`config.mk`:
```
export PLATFORM = sky130hd
export DESIGN_NAME = fifo_rd_ctrl
export DESIGN_NICKNAME = d
export VERILOG_FILES = /design/src/rtl/fifo_pkg.sv /design/src/rtl/fifo_out_reg.sv /design/src/rtl/fifo_rd_ctrl.sv
export SDC_FILE = /design/constraint.sdc
export NUM_CORES = 1
export LEC_CHECK = 0
export CORE_MARGIN = 5
export CORE_UTILIZATION = 40
export DETAILED_ROUTE_END_ITERATION = 10
export PLACE_DENSITY_LB_ADDON = 0.08
export SLEW_MARGIN = 10
export SYNTH_ARGS = -nofsm -noshare
export SYNTH_HDL_FRONTEND = slang
export SYNTH_SLANG_ARGS = --single-unit
export TNS_END_PERCENT = 10
```
`constraint.sdc`:
```
create_clock -name rclk -period 6.8 [get_ports rclk]
set_input_delay 1.36 -clock rclk [delete_from_list [all_inputs] [get_ports rclk]]
set_output_delay 1.36 -clock rclk [all_outputs]
set_load 0.01 [all_outputs]
```
`src/rtl/fifo_pkg.sv`:
```
// Shared async-FIFO package: default sizes, output register states and the
// binary/Gray pointer conversions used by both the read and write controllers.
package fifo_pkg;

    localparam int DATA_SIZE_DEF = 32;
    localparam int ADDR_SIZE_DEF = 6;

    // Widest pointer the conversion helpers handle; callers cast to their width.
    localparam int PTR_W_MAX = 32;

    typedef enum logic {
        OUT_EMPTY = 1'b0,
        OUT_FULL  = 1'b1
    } out_state_t;

    function automatic logic [PTR_W_MAX-1:0] bin2gray(input logic [PTR_W_MAX-1:0] bin);
        return bin ^ (bin >> 1);
    endfunction

    function automatic logic [PTR_W_MAX-1:0] gray2bin(input logic [PTR_W_MAX-1:0] gray);
        logic [PTR_W_MAX-1:0] bin;
        bin[PTR_W_MAX-1] = gray[PTR_W_MAX-1];
        for (int i = PTR_W_MAX - 2; i >= 0; i--) begin
            bin[i] = bin[i+1] ^ gray[i];
        end
        return bin;
    endfunction

endpackage

```
`src/rtl/fifo_out_reg.sv`:
```
// One-entry valid/ready output register for the FIFO read side. A word is
// loaded whenever the controller fetches; it is held until the consumer takes it.
module fifo_out_reg
    import fifo_pkg::*;
#(
    parameter int DATA_SIZE = DATA_SIZE_DEF
) (
    input  logic                 clk_i,
    input  logic                 rst_i,
    input  logic                 fetch_i,
    input  logic [DATA_SIZE-1:0] fetch_data_i,
    input  logic                 dready_i,
    output logic [DATA_SIZE-1:0] dout_o,
    output logic                 dvalid_o,
    output logic                 accept_o
);

    out_state_t           state_q;
    logic                 dvalid_q;
    logic [DATA_SIZE-1:0] dout_q;

    // The register can take a new word when it is empty or being drained this cycle.
    assign accept_o = !dvalid_q || dready_i;
    assign dout_o   = dout_q;
    assign dvalid_o = dvalid_q;

    // Two-state holding register; dout only changes on a fetch, so it is stable while stalled.
    always_ff @(posedge clk_i) begin
        if (rst_i) begin
            state_q  <= OUT_EMPTY;
            dvalid_q <= 1'b0;
            dout_q   <= '0;
        end else begin
            case (state_q)
                OUT_EMPTY: begin
                    if (fetch_i) begin
                        state_q  <= OUT_FULL;
                        dvalid_q <= 1'b1;
                        dout_q   <= fetch_data_i;
                    end
                end
                OUT_FULL: begin
                    if (dready_i) begin
                        if (fetch_i) begin
                            dout_q <= fetch_data_i;
                        end else begin
                            state_q  <= OUT_EMPTY;
                            dvalid_q <= 1'b0;
                        end
                    end
                end
                default: begin
                    state_q  <= OUT_EMPTY;
                    dvalid_q <= 1'b0;
                end
            endcase
        end
    end

endmodule

```
`src/rtl/fifo_rd_ctrl.sv`:
```
// Read-side controller of the async FIFO (rclk domain). Owns the binary and
// Gray read pointers, derives empty from the synchronized write pointer and
// feeds the output register. Define FIFO_RD_LEVEL_EN to add the rlevel output.
module fifo_rd_ctrl
    import fifo_pkg::*;
#(
    parameter int DATA_SIZE = DATA_SIZE_DEF,
    parameter int ADDR_SIZE = ADDR_SIZE_DEF
) (
    input  logic                 rclk,
    input  logic                 rrst,
    input  logic [ADDR_SIZE:0]   rq2_wptr,
    input  logic [DATA_SIZE-1:0] rdata,
    output logic [ADDR_SIZE-1:0] raddr,
    output logic [ADDR_SIZE:0]   rptr,
`ifdef FIFO_RD_LEVEL_EN
    output logic [ADDR_SIZE:0]   rlevel,
`endif
    output logic                 rempty,
    output logic [DATA_SIZE-1:0] dout,
    output logic                 dvalid,
    input  logic                 dready
);

    localparam int PW = ADDR_SIZE + 1;

    logic [PW-1:0] rbin_q;
    logic [PW-1:0] rbin_d;
    logic [PW-1:0] rptr_q;
    logic [PW-1:0] rgray_d;
    logic          rempty_q;
    logic          fetch;
    logic          accept;

    // A word leaves memory only when memory holds one and the output register can take it.
    assign fetch   = !rempty_q && accept;
    assign rbin_d  = rbin_q + PW'(fetch);
    assign rgray_d = PW'(bin2gray(PTR_W_MAX'(rbin_d)));

    assign raddr  = rbin_q[ADDR_SIZE-1:0];
    assign rptr   = rptr_q;
    assign rempty = rempty_q;

    // Pointer and empty-flag registers; empty compares the next Gray pointer so it is never late.
    always_ff @(posedge rclk) begin
        if (rrst) begin
            rbin_q   <= '0;
            rptr_q   <= '0;
            rempty_q <= 1'b1;
        end else begin
            rbin_q   <= rbin_d;
            rptr_q   <= rgray_d;
            rempty_q <= (rgray_d == rq2_wptr);
        end
    end

    fifo_out_reg #(
        .DATA_SIZE (DATA_SIZE)
    ) u_out_reg (
        .clk_i        (rclk),
        .rst_i        (rrst),
        .fetch_i      (fetch),
        .fetch_data_i (rdata),
        .dready_i     (dready),
        .dout_o       (dout),
        .dvalid_o     (dvalid),
        .accept_o     (accept)
    );

`ifdef FIFO_RD_LEVEL_EN
    logic [PW-1:0] wbin;
    logic          dvalid_d;
    logic [PW-1:0] rlevel_d;
    logic [PW-1:0] rlevel_q;

    assign wbin     = PW'(gray2bin(PTR_W_MAX'(rq2_wptr)));
    assign dvalid_d = fetch || (dvalid && !dready);
    assign rlevel_d = wbin - rbin_d + PW'(dvalid_d);
    assign rlevel   = rlevel_q;

    // Occupancy counts words still in memory plus the one held in the output register.
    always_ff @(posedge rclk) begin
        if (rrst) begin
            rlevel_q <= '0;
        end else begin
            rlevel_q <= rlevel_d;
        end
    end
`endif

endmodule

```
# Word-level counts from Yosys, hierarchy flattened
# Index checks and enable logic that the tools add are counted.
[op_classes]
add_sub_neg = 1
eq_ne = 4
mux = 10
bitwise = 2
n_reduce_logical = 5
[ops]
columns = ["cell", "count"]
rows = [
  ["32-bit 2-to-1 mux", 2],
  ["32-bit one-hot mux with 2 select lines", 1],
  ["7-bit by 1-bit adder with 7-bit output", 1],
  ["7-bit == test", 1],
  ["7-bit by 6-bit XOR with 7-bit output", 1],
  ["2-bit != test, second input constant", 3],
  ["1-bit 2-to-1 mux", 5],
  ["1-bit one-hot mux with 2 select lines", 2],
  ["3-bit AND reduction", 1],
  ["1-bit zero test", 2],
  ["1-bit logical AND", 1],
  ["1-bit logical OR", 1],
  ["1-bit inverter", 1],
]
[totals]
ff_bits = 49
input_bits = 42
out_inout_bits = 47

# Longest topological paths before layout
# Gate-level depths: netlist of the first run.
[logic_depth]
ltp_word = 6
mapped_depth = 11
ltp_nobuf = 10

# Modules after synthesis
# From an unflattened synthesis of the first run, not the netlist that was laid out.
[unflattened]
cells_unflattened = 224
hier_area_um2 = 2248.4
[modules_own_cells]
columns = ["module", "instances", "cells_each", "area_each_um2", "seq_area_each_um2"]
rows = [
  ["fifo_out_reg", 1, 149, 1527.7, 680.7],
  ["fifo_rd_ctrl", 1, 75, 720.7, 280.3],
]

# Least setup slack after synthesis of the first run
# No wires, ideal clock.
[synth_timing]
path_kind = "input -> register"
startpoint = "input port dready"
endpoint = "register rempty_q (netlist: rempty)"
setup_time_ns = 0.116
arrival_ns = 3.103
path_slack_ns = 3.581
cell_stages = 10
n_path_buf = 1
path_cell_list = "inv_2 -> a21oi_1 -> ha_1 -> ha_1 -> buf_2 -> and3_1 -> nand3_1 -> xor2_1 -> xor2_1 -> a41o_1"
[synth_via]
elab_chain_cells = 5
[synth_lines]
columns = ["item", "line_no", "rtl"]
rows = [
  ["from (decl)", "fifo_rd_ctrl.sv:22", "input logic dready"],
  ["1-bit logical OR", "fifo_out_reg.sv:23", "assign accept_o = !dvalid_q || dready_i;"],
  ["1-bit logical AND", "fifo_rd_ctrl.sv:36", "assign fetch = !rempty_q && accept;"],
  ["7-bit by 1-bit adder with 7-bit output", "fifo_rd_ctrl.sv:37", "assign rbin_d = rbin_q + PW'(fetch);"],
  ["7-bit by 6-bit XOR with 7-bit output", "fifo_pkg.sv:17", "return bin ^ (bin >> 1);"],
  ["7-bit == test", "fifo_rd_ctrl.sv:53", "rempty_q <= (rgray_d == rq2_wptr);"],
  ["to (signal assigned)", "fifo_rd_ctrl.sv:53", ""],
  ["to (decl)", "fifo_rd_ctrl.sv:31", "logic rempty_q;"],
]
# No other way between the ends.
# A chain may end at the register's enable or synchronous reset.

# Final worst setup path of the first run
# Ends and elaborated chain as after synthesis.

==> flow_metrics.py, run 1 <==
metrics = {
    "logic_synthesis": {
        "postSynthCellCount": 241,
        "synth_commonest_cells": "72 x nand2_1, 48 x dfxtp_1, 40 x a21oi_1",
        "synth_ff_type": "dfxtp_1",
        "async_flop_share": 0,
        "avgSynthCellArea_um2": 8.187,
        "synth_largest_area_cell": "dfxtp_1",
        "synth.top_cells.by_area": "dfxtp_1 49%, nand2_1 14%, a21oi_1 10%",
        "netlist_area_um2": 1973,
        "ys_ff_latch": 48,
        "yosysTopAreaCellShare": 0.4870,
        "synth_warnings": 0,
        "ys_types": 30,
        "syn_nets": 285,
        "yosysSeqAreaShare": 0.4870,
        "yosysMostFrequentCell": "nand2_1",
        "synth-edff-count": 0,
    },
    "pwr": {
        "power_density_nw_per_um2": 201.1,
        "vdd_ir_drop_max_mv": 0.1269,
        "p_leak_nw": 1.129,
    },
    "global_route": {
        "grt_antenna_before_repair": 0,
        "met1_usage": 0.1860,
        "grt_pass1_wl_mm": 8.114,
        "top_usage_layer": "met2",
        "grt-ovfl-total": 0,
        "grt_max_degree": 49,
        "grt_util_met2": 0.2823,
        "track_usage": 0.1575,
        "grt_pass1_vias": 1800,
        "gr-usage-met3": 0.03475,
    },
    "worst_setup_path": {
        "critPathKind": "in -> reg",
        "critPathTopFamily": "adder cells",
        "cp_common_cell": "ha_1",
        "crit_path_start": "dready",
        "cp.depth": 10,
        "worst-path-buf-inv": 2,
        "required_ns": 7.03,
        "cp-endpoint": "rempty$_SDFF_PP1_",
        "worst_ep_arrival_time_ns": 4.06,
        "r2r_slack_ns": 4.25,
        "start_kind": "input port",
        "r2r-end": "rempty$_SDFF_PP1_",
        "end_kind": "register",
        "crit_chain": "clkdlybuf4s50_1 -> inv_2 -> a21oi_1 -> ha_1 -> ha_1 -> xor2_2 -> xor2_1 -> or3_1 -> a211oi_2 -> a41o_1",
        "rr_startpoint": "rempty$_SDFF_PP1_",
        "rr_worst_depth": 8,
        "cp_max_fo": 12,
        "slowest_stage": "clkdlybuf4s50_1",
        "cp_slowest_stage_delay_ns": 0.49,
    },
    "outcome": {
        "status": "finished, final reports clean",
    },
    "run": {
        "maxCapViolCount": 0,
    },
    "timing": {
        "finClkSkew_ns": 0.005967,
        "period_share": 0.5625,
        "rsz0062_at_grt": "no",
        "slew_headroom": 0.2846,
        "hold_violations": 0,
        "finalCriticalPeriod_ns": 3.825,
        "tightest_slew_ns": 1.070,
        "max_freq_ghz": 0.2614,
        "setup_viol": 0,
        "whs_ns": 0.4564,
        "maxSlewViolCount": 0,
        "tns_ns": 0,
    },
    "cts": {
        "hold_buffers": 0,
        "worstSkewPairLatency_ns": 0.29,
        "post_cts_buffers": 0,
        "cts_sinks": 48,
        "cts_buffers": 5,
        "cts_buffer_depth": 2,
        "htreeDepth": 2,
        "cts_tree": "built",
        "clk_pin_slew_ns": 0.08,
        "root_buffer": "clkbuf_8",
        "cts.repair.resized": 0,
    },
    "min_path": {
        "hp-class": "reg -> reg",
    },
    "route": {
        "dr.first_iter.drc_count": 65,
        "wirelength_mm": 5.012,
        "via_count": 1834,
        "first_pass_iters": 4,
        "wl_per_cell_um": 12.88,
        "drc": 0,
        "ant_nets": 0,
        "via_per_inst": 4.715,
    },
    "place": {
        "placed_cells": 382,
        "numPortBuffers": 88,
        "post-dp-hpwl_mm": 3.573,
        "place_congestion": 0.8469,
    },
    "finish": {
        "diodes": 0,
        "areaGrowthSynthToFinish_pct": 50.29,
        "drive_above_1_share": 0.05280,
        "instances_no_fill": 389,
        "fin_nets": 366,
    },
    "floorplan": {
        "core_area_um2": 4755,
        "die_y_um": 80.24,
        "die_area_um2": 6438,
        "initial_core_util": 0.4150,
        "ioPinCount": 89,
        "die_w_um": 80.24,
        "rows": 25,
    },
}
-- worst min-delay path by stage --
stage | start | to | slack (ns) | depth (start not counted)
6_report | u_out_reg.dout_o[17]$_SDFFE_PP0P_ | u_out_reg.dout_o[17]$_SDFFE_PP0P_ | 0.46 | 2
5_1_grt | u_out_reg.dout_o[19]$_SDFFE_PP0P_ | u_out_reg.dout_o[19]$_SDFFE_PP0P_ | 0.48 | 2
4_1_cts | u_out_reg.dout_o[0]$_SDFFE_PP0P_ | u_out_reg.dout_o[0]$_SDFFE_PP0P_ | 0.46 | 2
3_5_place_dp | u_out_reg.dout_o[0]$_SDFFE_PP0P_ | u_out_reg.dout_o[0]$_SDFFE_PP0P_ | 0.45 | 2
3_3_place_gp | u_out_reg.dout_o[1]$_SDFFE_PP0P_ | u_out_reg.dout_o[1]$_SDFFE_PP0P_ | 0.44 | 2
2_1_floorplan | u_out_reg.state_q$_SDFF_PP0_ | u_out_reg.dvalid_o$_SDFFE_PP0P_ | 0.48 | 1
-- power breakdown --
part	internal [mW]	switching, mW	total [mW]
Clock	0.0811	0.0906	0.172
Combinational	0.0658	0.0512	0.117
Sequential	0.298	0.00939	0.308
Total	0.445	0.151	0.596
-- worst register-to-register path, cell delays in order (launching register included) --
cell and delay [ns]:
dfxtp_1 0.35, a21oi_1 0.24, ha_1 0.32, ha_1 0.49, xor2_2 0.17, xor2_1 0.18, or3_1 0.36, a211oi_2 0.21
a41o_1 0.18
-- area by class of cell --
| type | instances | area [um^2] |
|---|---|---|
| fillers | 449 | 1789 |
| clock buffers | 6 | 82.58 |
| inverters | 4 | 15.01 |
| repair buffers | 89 | 883.3 |
| flip-flops and latches | 48 | 960.9 |
| multi-input cells | 174 | 930.9 |
| well taps | 67 | 83.83 |
| clock inverters | 1 | 8.758 |
-- per-stage QoR --
step / worst slack, ns / util / power (mW) / instance area, um^2
4_1_cts: 2.991 / 0.6237 / 0.6065 / 2965
6_report: 2.975 / 0.6237 / 0.5962 / 2965
3_3_place_gp: 2.749 / 0.6045 / 0.4311 / 2874
5_1_grt: 2.797 / 0.6237 / 0.6293 / 2965
3_5_place_dp: 2.689 / 0.6045 / 0.4329 / 2874
2_1_floorplan: 3.581 / - / 0.3660 / 1973
-- kinds of logic after synthesis --
family          after synthesis  synth area share
buf+inv                      19           0.04311
flops                        48            0.4870
mux                           3           0.01522
simple gates                 98            0.2074
compound gates               52            0.1427
xor+xnor                     19           0.09195
fa+ha+maj                     2           0.01268
-- sequential cells by signal, indices dropped and copies added (netlist names) --
name	flops
u_out_reg.state_q	1
u_out_reg.dout_o	32
rptr	6
u_out_reg.dvalid_o	1
rempty	1
rbin_q	7
-- placed cells by master, fill, tap and decap left out, types with 2 or more instances in the layout --
master and instances:
clkdlybuf4s50_1 87, nand2_1 72, dfxtp_1 48, a21oi_1 39
nor2_1 10, xor2_1 9, xnor2_1 8, clkbuf_8 6
nor2b_1 5, nand3_1 4, inv_2 3, mux2i_1 3
o21ai_1 3, o21ai_0 2, a31oi_1 2, o22ai_1 2
or3_1 2, ha_1 2
-- routing by layer --
metal	vias to the layer above	part of all wire
li1	945	-
met1	822	0.45
met2	60	0.47
met3	7	0.062
met4	0	0.016
met5	-	0
Power figures use the tool's default switching activity.
==> run 2, diff against run 1 <==
--- a/config.mk
+++ b/config.mk
@@ -6,7 +6,7 @@
 export NUM_CORES = 1
 export LEC_CHECK = 0
 export CORE_MARGIN = 5
-export CORE_UTILIZATION = 40
+export CORE_UTILIZATION = 37
 export DETAILED_ROUTE_END_ITERATION = 10
 export PLACE_DENSITY_LB_ADDON = 0.08
 export SLEW_MARGIN = 10
==> constraint.sdc (replaced) <==
create_clock -name rclk -period 3.2 [get_ports rclk]
set_input_delay 0.64 -clock rclk [delete_from_list [all_inputs] [get_ports rclk]]
set_output_delay 0.64 -clock rclk [all_outputs]
set_load 0.01 [all_outputs]
==> flow_metrics.py, run 2 (same netlist as run 1, synthesis figures left out) <==
metrics = {
    "outcome": {
        "status": "finished, final reports clean",
    },
    "route": {
        "drc": 0,
        "wirelength_mm": 5.059,
        "first_pass_iters": 4,
        "ant_nets": 0,
        "dr.first_iter.drc_count": 34,
        "via_per_inst": 4.646,
        "wl_per_cell_um": 12.71,
        "via_count": 1849,
    },
    "timing": {
        "setup_viol": 0,
        "slew_headroom": 0.3933,
        "tns_ns": 0,
        "period_share": 0.8673,
        "rsz0062_at_grt": "no",
        "hold_violations": 0,
        "finClkSkew_ns": 0.007333,
        "layout_setup_ws_ns": 0.4246,
        "max_freq_ghz": 0.3603,
        "finalCriticalPeriod_ns": 2.775,
        "tightest_slew_ns": 0.9100,
        "maxSlewViolCount": 0,
    },
    "worst_setup_path": {
        "required_ns": 3.44,
        "r2r_slack_ns": 1.00,
        "worst_ep_arrival_time_ns": 3.01,
        "start_kind": "input port",
        "critPathKind": "in -> reg",
        "cp_max_fo": 3,
        "end_kind": "register",
    },
    "floorplan": {
        "die_area_um2": 6893,
        "ioPinCount": 89,
        "core_area_um2": 5140,
        "die_y_um": 83.03,
        "die_w_um": 83.03,
        "initial_core_util": 0.3839,
        "rows": 26,
    },
    "cts": {
        "worstSkewPairLatency_ns": 0.30,
        "cts_buffers": 5,
        "htreeDepth": 2,
        "hold_buffers": 0,
        "clk_pin_slew_ns": 0.08,
        "cts_buffer_depth": 2,
        "cts_sinks": 48,
        "root_buffer": "clkbuf_8",
        "cts_tree": "built",
        "cts.repair.resized": 0,
        "post_cts_buffers": 0,
    },
    "finish": {
        "areaGrowthSynthToFinish_pct": 52.50,
        "largest_reg_flops": 32,
        "instances_no_fill": 398,
        "fin_nets": 371,
        "drive_above_1_share": 0.06707,
        "final_common_cell": "clkdlybuf4s50_1",
        "diodes": 0,
        "layout_common_cells": "87 x clkdlybuf4s50_1, 72 x nand2_1, 48 x dfxtp_1",
        "finalInstanceArea_um2": 3009,
    },
    "place": {
        "numPortBuffers": 88,
        "postPlaceCellArea_um2": 2915,
        "place_congestion": 0.7642,
        "dp_slack_ns": 0.1416,
        "placed_cells": 390,
        "post-dp-hpwl_mm": 3.616,
    },
    "pwr": {
        "power_density_nw_per_um2": 425.8,
        "vdd_ir_drop_max_mv": 0.1997,
        "p_leak_nw": 1.151,
        "power.total_mw": 1.281,
    },
    "min_path": {
        "hp-class": "reg -> reg",
    },
    "global_route": {
        "grt_pass1_vias": 1758,
        "grt_pass1_wl_mm": 8.431,
        "grt_max_degree": 49,
        "grt_antenna_before_repair": 0,
        "grt-ovfl-total": 0,
        "track_usage": 0.1464,
    },
    "run": {
        "maxCapViolCount": 0,
    },
}
==> run 2: final timing paths <==
kind	startpoint	end	depth (start not counted)
hold / removal	u_out_reg.dout_o[4]$_SDFFE_PP0P_	u_out_reg.dout_o[4]$_SDFFE_PP0P_	2
hold reg to reg	u_out_reg.dout_o[4]$_SDFFE_PP0P_	u_out_reg.dout_o[4]$_SDFFE_PP0P_	2
setup / recovery	dready	rempty$_SDFF_PP1_	10
setup reg to reg	rempty$_SDFF_PP1_	rempty$_SDFF_PP1_	8
==> run 2: stage by stage <==
step	hold WS (ns)	utilization
after floorplan	0.4761	-
after global placement	0.4409	0.5672
after detailed placement	0.4455	0.5672
after CTS	0.4575	0.5854
after global routing	0.4768	0.5854
final	0.4541	0.5854
==> run 2: layout make-up <==
type                    instances  area (um^2)
clock buffers                   7        86.33
well taps                      70        87.58
inverters                       4        15.01
flip-flops and latches         48        960.9
multi-input cells             174        930.9
fillers                       510         2131
clock inverters                 1        7.507
repair buffers                 94        920.9
==> run 2: routing by layer <==
layer,vias up,part of all wire,global-route usage
li1,955,-,-
met1,834,0.47,0.1853
met2,55,0.47,0.2427
met3,5,0.054,0.04158
met4,0,0.011,0.04160
met5,-,0,0
==> run 2: report_power, final <==
| group | internal (mW) | switching [mW] | leakage, nW |
|---|---|---|---|
| sequential | 0.634 | 0.0194 | 0.394 |
| clock | 0.176 | 0.197 | 0.0445 |
| combinational | 0.145 | 0.111 | 0.713 |
| total | 0.955 | 0.327 | 1.15 |
==> run 2: critical path, stage by stage <==
cell and delay (ns):
clkdlybuf4s50_1 0.51, inv_2 0.06, a21oi_1 0.25, ha_1 0.24, ha_1 0.22, xor2_2 0.22, xor2_1 0.11, or3_1 0.37
a211oi_2 0.22, a41o_1 0.18
==> run 3, diff against run 2 <==
--- a/config.mk
+++ b/config.mk
@@ -7,6 +7,7 @@
 export LEC_CHECK = 0
 export CORE_MARGIN = 5
 export CORE_UTILIZATION = 37
+export CTS_CLUSTER_SIZE = 20
 export DETAILED_ROUTE_END_ITERATION = 10
 export PLACE_DENSITY_LB_ADDON = 0.08
 export SLEW_MARGIN = 10
==> results of run 3 <==
The final DEF is identical to that of run 2; final timing and power are the same.
